### config.mk
export PLATFORM = sky130hd
export DESIGN_NAME = fifo_rr_wr_arbiter
export DESIGN_NICKNAME = d
export VERILOG_FILES = /design/src/rtl/fifo_rr_wr_arbiter.sv
export SDC_FILE = /design/constraint.sdc
export NUM_CORES = 1
export LEC_CHECK = 0
export CAP_MARGIN = 20
export CORE_MARGIN = 1
export CORE_UTILIZATION = 38
export CTS_BUF_LIST = sky130_fd_sc_hd__clkbuf_4 sky130_fd_sc_hd__clkbuf_8
export DETAILED_ROUTE_END_ITERATION = 12
export GPL_TIMING_DRIVEN = 0
export PLACE_DENSITY = 0.89
export SLEW_MARGIN = 30
export SYNTH_ARGS = -nofsm -noshare
export SYNTH_HDL_FRONTEND = slang
export SYNTH_SLANG_ARGS = --single-unit
### constraint.sdc
create_clock -name clk -period 3.78 [get_ports clk]
set_input_delay 0.378 -clock clk [delete_from_list [all_inputs] [get_ports clk]]
set_output_delay 0.378 -clock clk [all_outputs]
set_load 0.05 [all_outputs]
### src/rtl/fifo_rr_wr_arbiter.sv
// Round-robin arbiter that merges NUM_REQ producer streams into one sync_fifo write port.
// Optional ARB_STATS_EN macro adds per-requester beat counters and a stall counter.
module fifo_rr_wr_arbiter #(
  parameter int NUM_REQ    = 4,
  parameter int DATA_WIDTH = 32,
  parameter int DATA_DEPTH = 1024,
  parameter int BURST_MAX  = 8
) (
  input  logic                          clk,
  input  logic                          rst,
  input  logic [NUM_REQ-1:0]            req_valid,
  input  logic [NUM_REQ*DATA_WIDTH-1:0] req_data,
  input  logic [NUM_REQ-1:0]            req_last,
  output logic [NUM_REQ-1:0]            req_ready,
  input  logic [$clog2(DATA_DEPTH):0]   fifo_cnt,
  output logic                          fifo_wr_en,
  output logic [DATA_WIDTH-1:0]         fifo_data_in,
  output logic [$clog2(NUM_REQ)-1:0]    grant_id,
  output logic                          busy
`ifdef ARB_STATS_EN
  ,
  input  logic                          stat_clr,
  output logic [NUM_REQ*16-1:0]         stat_beats,
  output logic [15:0]                   stat_stall
`endif
);

  localparam int GW = $clog2(NUM_REQ);
  localparam int CW = $clog2(DATA_DEPTH) + 1;
  localparam int SW = CW + 1;
  localparam int BW = (BURST_MAX > 1) ? $clog2(BURST_MAX) : 1;

  typedef enum logic {
    IDLE  = 1'b0,
    BURST = 1'b1
  } state_t;

  state_t                r_state;
  logic [GW-1:0]         r_rr_ptr;
  logic [GW-1:0]         r_grant_id;
  logic [BW-1:0]         r_beat_cnt;
  logic                  r_wr_en;
  logic [DATA_WIDTH-1:0] r_data;

  state_t                w_state_nxt;
  logic [GW-1:0]         w_rr_ptr_nxt;
  logic [GW-1:0]         w_grant_nxt;
  logic [BW-1:0]         w_beat_nxt;
  logic                  w_wr_en_nxt;
  logic [DATA_WIDTH-1:0] w_data_nxt;

  logic [GW-1:0]         w_pick;
  logic [GW-1:0]         w_idx;
  logic                  w_any_valid;
  logic [SW-1:0]         w_space_sum;
  logic                  w_space_ok;
  logic                  w_grant_valid;
  logic                  w_grant_last;
  logic [DATA_WIDTH-1:0] w_grant_data;
  logic                  w_accept;
  logic                  w_cap_hit;

  // The registered write is not yet visible in fifo_cnt, so it is counted as occupied.
  assign w_space_sum = SW'(fifo_cnt) + SW'(r_wr_en);
  assign w_space_ok  = (w_space_sum < SW'(DATA_DEPTH));

  assign w_grant_valid = req_valid[r_grant_id];
  assign w_grant_last  = req_last[r_grant_id];
  assign w_grant_data  = req_data[int'(r_grant_id)*DATA_WIDTH +: DATA_WIDTH];
  assign w_cap_hit     = (r_beat_cnt == BW'(BURST_MAX - 1));

  // Handshake: a beat transfers on a cycle where req_valid[i] and req_ready[i] are both high;
  // req_ready is only ever raised for the grantee during BURST and only while the FIFO has room.
  assign w_accept = (r_state == BURST) && w_grant_valid && w_space_ok;

  always_comb begin
    req_ready = '0;
    if (r_state == BURST) req_ready[r_grant_id] = w_space_ok;
  end

  // Highest offset first so the lowest offset from rr_ptr+1 wins.
  always_comb begin
    w_pick      = r_rr_ptr;
    w_idx       = '0;
    w_any_valid = |req_valid;
    for (int k = NUM_REQ; k >= 1; k--) begin
      w_idx = GW'((int'(r_rr_ptr) + k) % NUM_REQ);
      if (req_valid[w_idx]) w_pick = w_idx;
    end
  end

  always_comb begin
    w_state_nxt  = r_state;
    w_rr_ptr_nxt = r_rr_ptr;
    w_grant_nxt  = r_grant_id;
    w_beat_nxt   = r_beat_cnt;
    w_wr_en_nxt  = 1'b0;
    w_data_nxt   = r_data;
    case (r_state)
      IDLE: begin
        if (w_any_valid) begin
          w_grant_nxt = w_pick;
          w_beat_nxt  = '0;
          w_state_nxt = BURST;
        end
      end
      BURST: begin
        if (w_accept) begin
          w_wr_en_nxt = 1'b1;
          w_data_nxt  = w_grant_data;
          w_beat_nxt  = r_beat_cnt + BW'(1);
          if (w_grant_last || w_cap_hit) begin
            w_state_nxt  = IDLE;
            w_rr_ptr_nxt = r_grant_id;
          end
        end else if (!w_grant_valid) begin
          w_state_nxt  = IDLE;
          w_rr_ptr_nxt = r_grant_id;
        end
      end
      default: w_state_nxt = IDLE;
    endcase
  end

  always_ff @(posedge clk) begin
    if (rst) begin
      r_state    <= IDLE;
      r_rr_ptr   <= GW'(NUM_REQ - 1);
      r_grant_id <= '0;
      r_beat_cnt <= '0;
      r_wr_en    <= 1'b0;
      r_data     <= '0;
    end else begin
      r_state    <= w_state_nxt;
      r_rr_ptr   <= w_rr_ptr_nxt;
      r_grant_id <= w_grant_nxt;
      r_beat_cnt <= w_beat_nxt;
      r_wr_en    <= w_wr_en_nxt;
      r_data     <= w_data_nxt;
    end
  end

  assign fifo_wr_en   = r_wr_en;
  assign fifo_data_in = r_data;
  assign grant_id     = r_grant_id;
  assign busy         = (r_state == BURST);

`ifdef ARB_STATS_EN
  logic [15:0] r_stat_beats [NUM_REQ];
  logic [15:0] r_stat_stall;
  logic        w_stall;

  assign w_stall = (r_state == BURST) && w_grant_valid && !w_space_ok;

  // A clear wins over a same-cycle increment.
  always_ff @(posedge clk) begin
    if (rst || stat_clr) begin
      for (int i = 0; i < NUM_REQ; i++) r_stat_beats[i] <= '0;
      r_stat_stall <= '0;
    end else begin
      for (int i = 0; i < NUM_REQ; i++) begin
        if (w_accept && (r_grant_id == GW'(i)) && (r_stat_beats[i] != 16'hFFFF))
          r_stat_beats[i] <= r_stat_beats[i] + 16'd1;
      end
      if (w_stall && (r_stat_stall != 16'hFFFF)) r_stat_stall <= r_stat_stall + 16'd1;
    end
  end

  for (genvar g = 0; g < NUM_REQ; g++) begin : g_stat
    assign stat_beats[g*16 +: 16] = r_stat_beats[g];
  end
  assign stat_stall = r_stat_stall;
`endif

endmodule

* Yosys cells after proc, flatten, opt, wreduce, memory -nomap -nowiden *
Cells that the tools add are included.

cells by class
  $lt $le $gt $ge = 7
  add/sub/neg operators = 6
  reductions and logical operators = 10
  equality and inequality tests = 5
  shift operators = 1
  multiplexer cells = 31
  bitwise operators = 2

operators by type and width
  cell                    number
  $shiftx A128 B8 Y32     1
  $lt A2 B3 Y1 const B    5
  $mux W2                 7
  $add A11 B1 Y12         1
  $bmux W1 S2             6
  $lt A12 B11 Y1 const B  1
  $mux W1                 12
  $mux W3                 2
  $ne A2 B1 Y1 const B    3
  $pmux W3 S2             1
  $reduce_and A2 Y1       3
  $add A2 B1 Y2 const B   2
  $add A2 B2 Y2 const B   2
  $and A4 B4 Y4           1
  $mux W4                 1
  $reduce_or A4 Y1        1
  $add A3 B1 Y3 const B   1
  $eq A3 B3 Y1 const B    1
  $logic_and A1 B1 Y1     3
  $reduce_and A3 Y1       1
  $demux W1 S2            1
  $ge A2 B1 Y1 const B    1
  $ne A2 B2 Y1 const B    1
  $pmux W1 S2             1
  3 further kinds         3

word-level totals
  register bits after elaboration = 41
  logic and storage cells = 68
  output and inout bits = 40

* Longest topological paths before layout *
Gate-level depths: netlist of run 1.

  depth in word-level cells = 7
  mapped depth = 7
  mapped depth without buffers = 5

* Worst setup path after synthesis of run 1 *
OpenSTA, ideal clock, no wires.

  path type = register -> output
  from = register r_grant_id[1] (netlist: grant_id[1])
  to = output req_ready[2]
  data required time = 3.402 ns
  cell stages (with the launch flop) = 5
  arrival = 2.353 ns
  slack = 1.049 ns
  path through = dfxtp_1 -> buf_2 -> buf_2 -> inv_1 -> nor3_1

on the way
  cells in the longest elaborated chain, start to end = 6
  elaborated cells on any way between the ends = 7

RTL lines
  what                                                                       RTL line  text
  from (decl)                                                                40        logic [GW-1:0] r_grant_id;
  from (signal assigned)                                                     136       r_grant_id <= w_grant_nxt;
  $lt A2 B3 Y1 (not written as such) / $ge A2 B1 Y1 (equally long branches)  78        if (r_state == BURST) req_ready[r_grant_id] = w_space_ok;
  $logic_and A1 B1 Y1 (not written as such)                                  78
  $mux W1 (not written as such)                                              78
  $demux W1 S2 *                                                             78
  $and A4 B4 Y4 (no line) *                                                  n/a
  $mux W4 *                                                                  78
  to (decl)                                                                  14        output logic [NUM_REQ-1:0] req_ready,

Mark *: on every way between the ends. The rest lies on a longest branch, timed or not.

* Worst setup path after layout of run 1 *
  from = input fifo_cnt[0]
  to = output req_ready[2]

on the way
  cells in the longest elaborated chain, start to end = 4

RTL lines
  what                     RTL line  text
  from (decl)              15        input logic [$clog2(DATA_DEPTH):0] fifo_cnt,
  $add A11 B1 Y12          64        assign w_space_sum = SW'(fifo_cnt) + SW'(r_wr_en);
  $lt A12 B11 Y1           65        assign w_space_ok = (w_space_sum < SW'(DATA_DEPTH));
  $and A4 B4 Y4 (no line)  n/a
  $mux W4                  78

Every way passes these cells.

==> out/metrics.yaml, run 1 <==
finalPower_mw: 1.530
cap_violations: 0
first_pass_iters: 8
powerDensity_nw_per_um2: 329.0
synth_edf_count: 0
area_growth_pct: 81.49
hold_violations: 0
min_period_ns: 2.950
die_h_um: 84.12
io_buffers: 187
cts-resized-gates: 0
place_ws_ns: 0.8314
p_seq_frac: 0.315
rows: 29
drc: 10
clockBufferDepth: 2
diodes: 0
p_leak_nw: 1.590
vias: 2971
multi_input_area_um2: 1584
ir_drop_mv: 0.1756
postSynthAreaPerCell_um2: 10.17
cts-root-buf: "clkbuf_8"
initialDrtViolationCount: 127
start_util: 0.3990
power_frac_clock: 0.241
violations: "DRC"
worstSkewPairLatency_ns: 0.29
slew_viol_final: 0
grt_overflow_total: 0
start_kind: "primary input"
grt_max_degree: 13
wirelength_mm: 9.432
critPathLaunch: "fifo_cnt[0]"
yosys_warnings: 0
ys_ff_latch: 41
tightest_slew_ns: 0.5620
slew_headroom: 0.6241
intPower_mw: 1.033
switchingPower_mw: 0.4965
antenna_found_initial: 0
status: "finished with violations"
first_global_vias: 3125
r2r-start: "busy"
vias_per_cell: 5.670
final_net_count: 597
synthDistinctLibCells: 34
avgRoutedWirePerCell_um: 18.00
clock-sinks: 41
cts_tree: "built"
fmax_mhz: 339.0
grt_pass1_wl_mm: 14.97
finalSetupViolCount: 0
dieWidth_um: 84.12
drive_above_1_share: 0.1342
ys_seq_area_frac: 0.3203
setup_tns_ns: 0
cp_data_arrival_time_ns: 2.57
cts_max_level: 2
cp_max_fo: 10
power_frac_comb: 0.444
gp_congestion: 0.7928
synth_nets: 403
required_ns: 3.40
hold_buffers: 0
seqCellArea_um2: 820.8
num_io_pins: 189
synthesis.area_um2: 2562
hold_start: "fifo_data_in[16]"
cp-end-kind: "output pin"
post-route-period-util: 0.7803
cts-buffers-inserted: 5
grt_setup_unrepaired: "false"
ys.flop_type: "dfxtp_1"
grt_usage: 0.2711
fillerInstances: 481
async_flop_share: 0
setup_ws_ns: 0.8304
crit_type: "in2out"
dp_hpwl_mm: 7.746
p_sw_frac: 0.3246
hold_class: "reg2reg"
clock_skew_ns: 0.006462
clkTransAtPathRegs_ns: 0.08
final_antenna_net_count: 0
synthCells: 252
cts_setup_buffers: 0
dieArea_um2: 7075
core_area_um2: 6422
-- cell usage after synthesis (2+ instances only) --
cell | number | area, um^2
a21oi_1 | 38 | 190.2
buf_2 | 12 | 60.06
inv_1 | 5 | 18.77
nand3_1 | 35 | 175.2
mux2i_1 | 3 | 30.03
clkbuf_1 | 13 | 48.80
nor2_1 | 2 | 7.510
o211ai_1 | 3 | 22.52
mux4_2 | 33 | 743.2
o21ai_0 | 34 | 170.2
nand2_1 | 2 | 7.510
buf_6 | 2 | 22.52
nor3_1 | 6 | 30.03
dfxtp_1 | 41 | 820.8
nand4_1 | 2 | 12.51
ha_1 | 2 | 25.02
o221ai_1 | 2 | 17.52
-- final timing paths --
check,endpoint,slack (ns),depth (start not counted)
worst min register to register,fifo_data_in[16],0.48,2
worst max register to register,fifo_data_in[11],1.99,5
worst max-delay path,req_ready[2],0.83,6
worst min-delay path,fifo_data_in[16],0.48,2
-- layer usage --
layer	vias to the layer above	global-route usage	wire length (um)
met5	-	0	0
met4	0	0.07367	128
li1	1376	-	-
met1	1433	0.3057	3497
met2	152	0.5171	5163
met3	10	0.05341	642
-- stage by stage --
step | std cells | utilization | instance area (um^2) | hold slack [ns]
2_1_floorplan | 252 | - | 2562 | 0.4722
3_3_place_gp | 516 | 0.7054 | 4531 | 0.4599
3_5_place_dp | 516 | 0.7054 | 4531 | 0.4684
4_1_cts | 524 | 0.7241 | 4651 | 0.4792
5_1_grt | 524 | 0.7241 | 4651 | 0.4985
6_report | 524 | 0.7241 | 4651 | 0.4768
-- flip-flops by register name, summed over array words and instances (netlist names) --
register	cells
r_beat_cnt	3
fifo_wr_en	1
grant_id	2
busy	1
r_rr_ptr	2
fifo_data_in	32
-- final cells by class --
cell class,instances,area share
Inverter,6,0.004843
Clock buffer,7,0.01937
Multi-Input combinational cell,177,0.3406
Clock inverter,1,0.006457
Sequential cell,41,0.1765
Tap cell,77,0.02072
Buffer,28,0.02906
Timing Repair Buffer,187,0.4025
-- layout by cell type, fill, tap and decap left out, drive strengths merged, types with 3 or more instances in the layout --
| cell | Yosys | final |
|---|---|---|
| clkdlybuf4s50 | 0 | 187 |
| dfxtp | 41 | 41 |
| a21oi | 38 | 38 |
| nand3 | 35 | 35 |
| o21ai | 34 | 34 |
| mux4 | 33 | 33 |
| clkbuf | 13 | 20 |
| buf | 15 | 15 |
| nor3 | 6 | 6 |
| inv | 6 | 6 |
| mux2i | 4 | 4 |
| o211ai | 3 | 3 |
-- cell families after synthesis --
family                     share of synthesized area
DFF                                           0.3203
buffers and inverters                        0.06152
muxes                                         0.3115
adders and majority gates                   0.009764
and+or+nand+nor                               0.1016
AOI/OAI and AO/OA                             0.1953
-- power by group through the flow --
stage	Clock, mW	Combinational [mW]	Sequential (mW)
floorplan	0	0.312	0.576
global placement	0	0.663	0.489
detailed placement	0	0.679	0.491
CTS	0.372	0.681	0.482
global route	0.395	0.721	0.485
finish	0.369	0.679	0.482
-- worst max-delay path, stage by stage --
cell and delay (ns):
clkdlybuf4s50_1 0.46, nand3_1 0.14, o311ai_4 0.50, buf_2 0.30, nor3_1 0.07, clkdlybuf4s50_1 0.71
No activity file was read; power rests on OpenSTA's default activity.
==> inputs of run 2 (changes only) <==
--- a/config.mk
+++ b/config.mk
@@ -7,11 +7,11 @@
 export LEC_CHECK = 0
 export CAP_MARGIN = 20
 export CORE_MARGIN = 1
-export CORE_UTILIZATION = 38
+export CORE_UTILIZATION = 32
 export CTS_BUF_LIST = sky130_fd_sc_hd__clkbuf_4 sky130_fd_sc_hd__clkbuf_8
 export DETAILED_ROUTE_END_ITERATION = 12
 export GPL_TIMING_DRIVEN = 0
-export PLACE_DENSITY = 0.89
+export PLACE_DENSITY = 0.8
 export SLEW_MARGIN = 30
 export SYNTH_ARGS = -nofsm -noshare
 export SYNTH_HDL_FRONTEND = slang
==> constraint.sdc (replaced) <==
create_clock -name clk -period 2.4 [get_ports clk]
set_input_delay 0.24 -clock clk [delete_from_list [all_inputs] [get_ports clk]]
set_output_delay 0.24 -clock clk [all_outputs]
set_load 0.05 [all_outputs]
==> run 2 against run 1 <==
Net effect: the run now ends clean; global-route usage decreased by 5.2 points; critical path depth decreased by 1; final area increased by 0.89%; non-clock buffer count increased by 1; total power increased by 58%; sequential share of layout area decreased by 0.16 points; via count decreased by 1.9%; count of clock-buffer cells in the layout unchanged; setup slack got worse by 0.70 ns; register-to-register slack got worse by 1.4 ns; largest cell class unchanged.
==> out/metrics.yaml, run 2 (same netlist as run 1, synthesis figures left out) <==
post-route-period-util: 0.9466
vias: 2915
hold_slack_ns: 0.3405
grt_overflow_total: 0
place_area_um2: 4562
drc: 0
io_buffers: 187
clockBufferDepth: 2
grt_usage: 0.2191
cp_data_arrival_time_ns: 2.03
final_net_count: 598
status: "finished, final reports clean"
final_antenna_net_count: 0
hold_violations: 0
dieWidth_um: 91.49
initialDrtViolationCount: 72
diodes: 0
ir_drop_mv: 0.2297
p_leak_nw: 1.603
slew_headroom: 0.6318
powerDensity_nw_per_um2: 515.5
wirelength_mm: 9.120
dp_hpwl_mm: 7.393
tightest_slew_ns: 0.5506
dieArea_um2: 8370
clkTransAtPathRegs_ns: 0.08
design_area_um2: 4692
largest_reg_flops: 32
cts-buffers-inserted: 5
hold_buffers: 0
cts-root-buf: "clkbuf_8"
worstSkewPairLatency_ns: 0.29
slew_viol_final: 0
area_growth_pct: 83.11
clock_skew_ns: 0.006652
clock-sinks: 41
start_kind: "flop"
core_area_um2: 7727
place_ws_ns: -0.3264
antenna_found_initial: 0
min_period_ns: 2.272
vias_per_cell: 5.300
grt_pass1_wl_mm: 14.29
num_io_pins: 189
hold_class: "in2reg"
cts_tree: "built"
rows: 32
fmax_mhz: 440.2
avgRoutedWirePerCell_um: 16.58
grt_setup_unrepaired: "false"
cap_violations: 0
first_global_vias: 2909
setup_ws_ns: 0.1281
die_h_um: 91.49
required_ns: 2.16
drive_above_1_share: 0.1406
finalSetupViolCount: 0
mostFrequentLayoutCells: "clkdlybuf4s50_1, dfxtp_1, a21oi_1, nand3_1, o21ai_0"
cp_max_fo: 10
final_core_utilization: 0.6072
finalPower_mw: 2.419
cp-end-kind: "output pin"
first_pass_iters: 4
start_util: 0.3316
grt_max_degree: 13
crit_type: "reg2out"
cts_max_level: 2
layout_commonest_cell: "clkdlybuf4s50_1"
gp_congestion: 0.7628
-- run 2: cell types whose count changed in the layout (fill, tap and decap cells not counted) --
| cell | previous run | this run |
|---|---|---|
| buf_4 | 0 | 1 |
| dlygate4sd2_1 | 0 | 2 |
| clkdlybuf4s50_1 | 187 | 183 |
| buf_2 | 12 | 11 |
| clkbuf_4 | 1 | 2 |
| clkdlybuf4s15_2 | 0 | 2 |
-- run 2: where the power goes --
group	internal, mW	switching, mW	total (mW)
sequential	0.727	0.0311	0.758
clock	0.351	0.241	0.592
combinational	0.551	0.518	1.07
total	1.63	0.790	2.42
-- run 2: worst paths after layout --
path                                      start               end  slack, ns  depth (start not counted)
worst max register to register      grant_id[1]  fifo_data_in[29]       0.60                          6
worst min register to register  fifo_data_in[4]   fifo_data_in[4]       0.48                          2
worst min-delay path                        rst  fifo_data_in[13]       0.34                          2
worst max-delay path                grant_id[1]      req_ready[2]       0.13                          5
-- run 2: worst max-delay path, cell delays in order, from the launching register on --
cell and delay (ns):
dfxtp_1 0.44, clkbuf_4 0.28, buf_2 0.27, inv_1 0.14, nor3_1 0.19, clkdlybuf4s15_2 0.40
-- run 2: through the flow --
step | cells | TNS (ns)
6_report | 550 | 0
3_3_place_gp | 541 | -1.218
2_1_floorplan | 252 | -0.5492
5_1_grt | 550 | 0
3_5_place_dp | 541 | -1.257
4_1_cts | 550 | 0
-- run 2: per-layer routing --
metal | vias up | GRT usage | part of all wire
met5 | - | 0 | 0
met3 | 21 | 0.04774 | 0.057
met1 | 1389 | 0.2571 | 0.40
met2 | 126 | 0.3885 | 0.52
met4 | 0 | 0.08201 | 0.027
li1 | 1379 | - | -
-- run 2: timing repair --
action                                  CTS  global route
pin swaps                                 1             0
gates resized for setup                  10             1
endpoints found under the setup margin    4             2
setup buffers                             1             0
-- run 2: layout make-up --
cell class                 instances  area, um^2
buffer                            28       137.6
clock buffer                       7       90.09
clock inverter                     1       30.03
fill                             624        3035
inverter                           6       22.52
multi-input combinational        177        1584
sequential                        41       820.8
tap                              102       127.6
timing repair buffer             188        1879
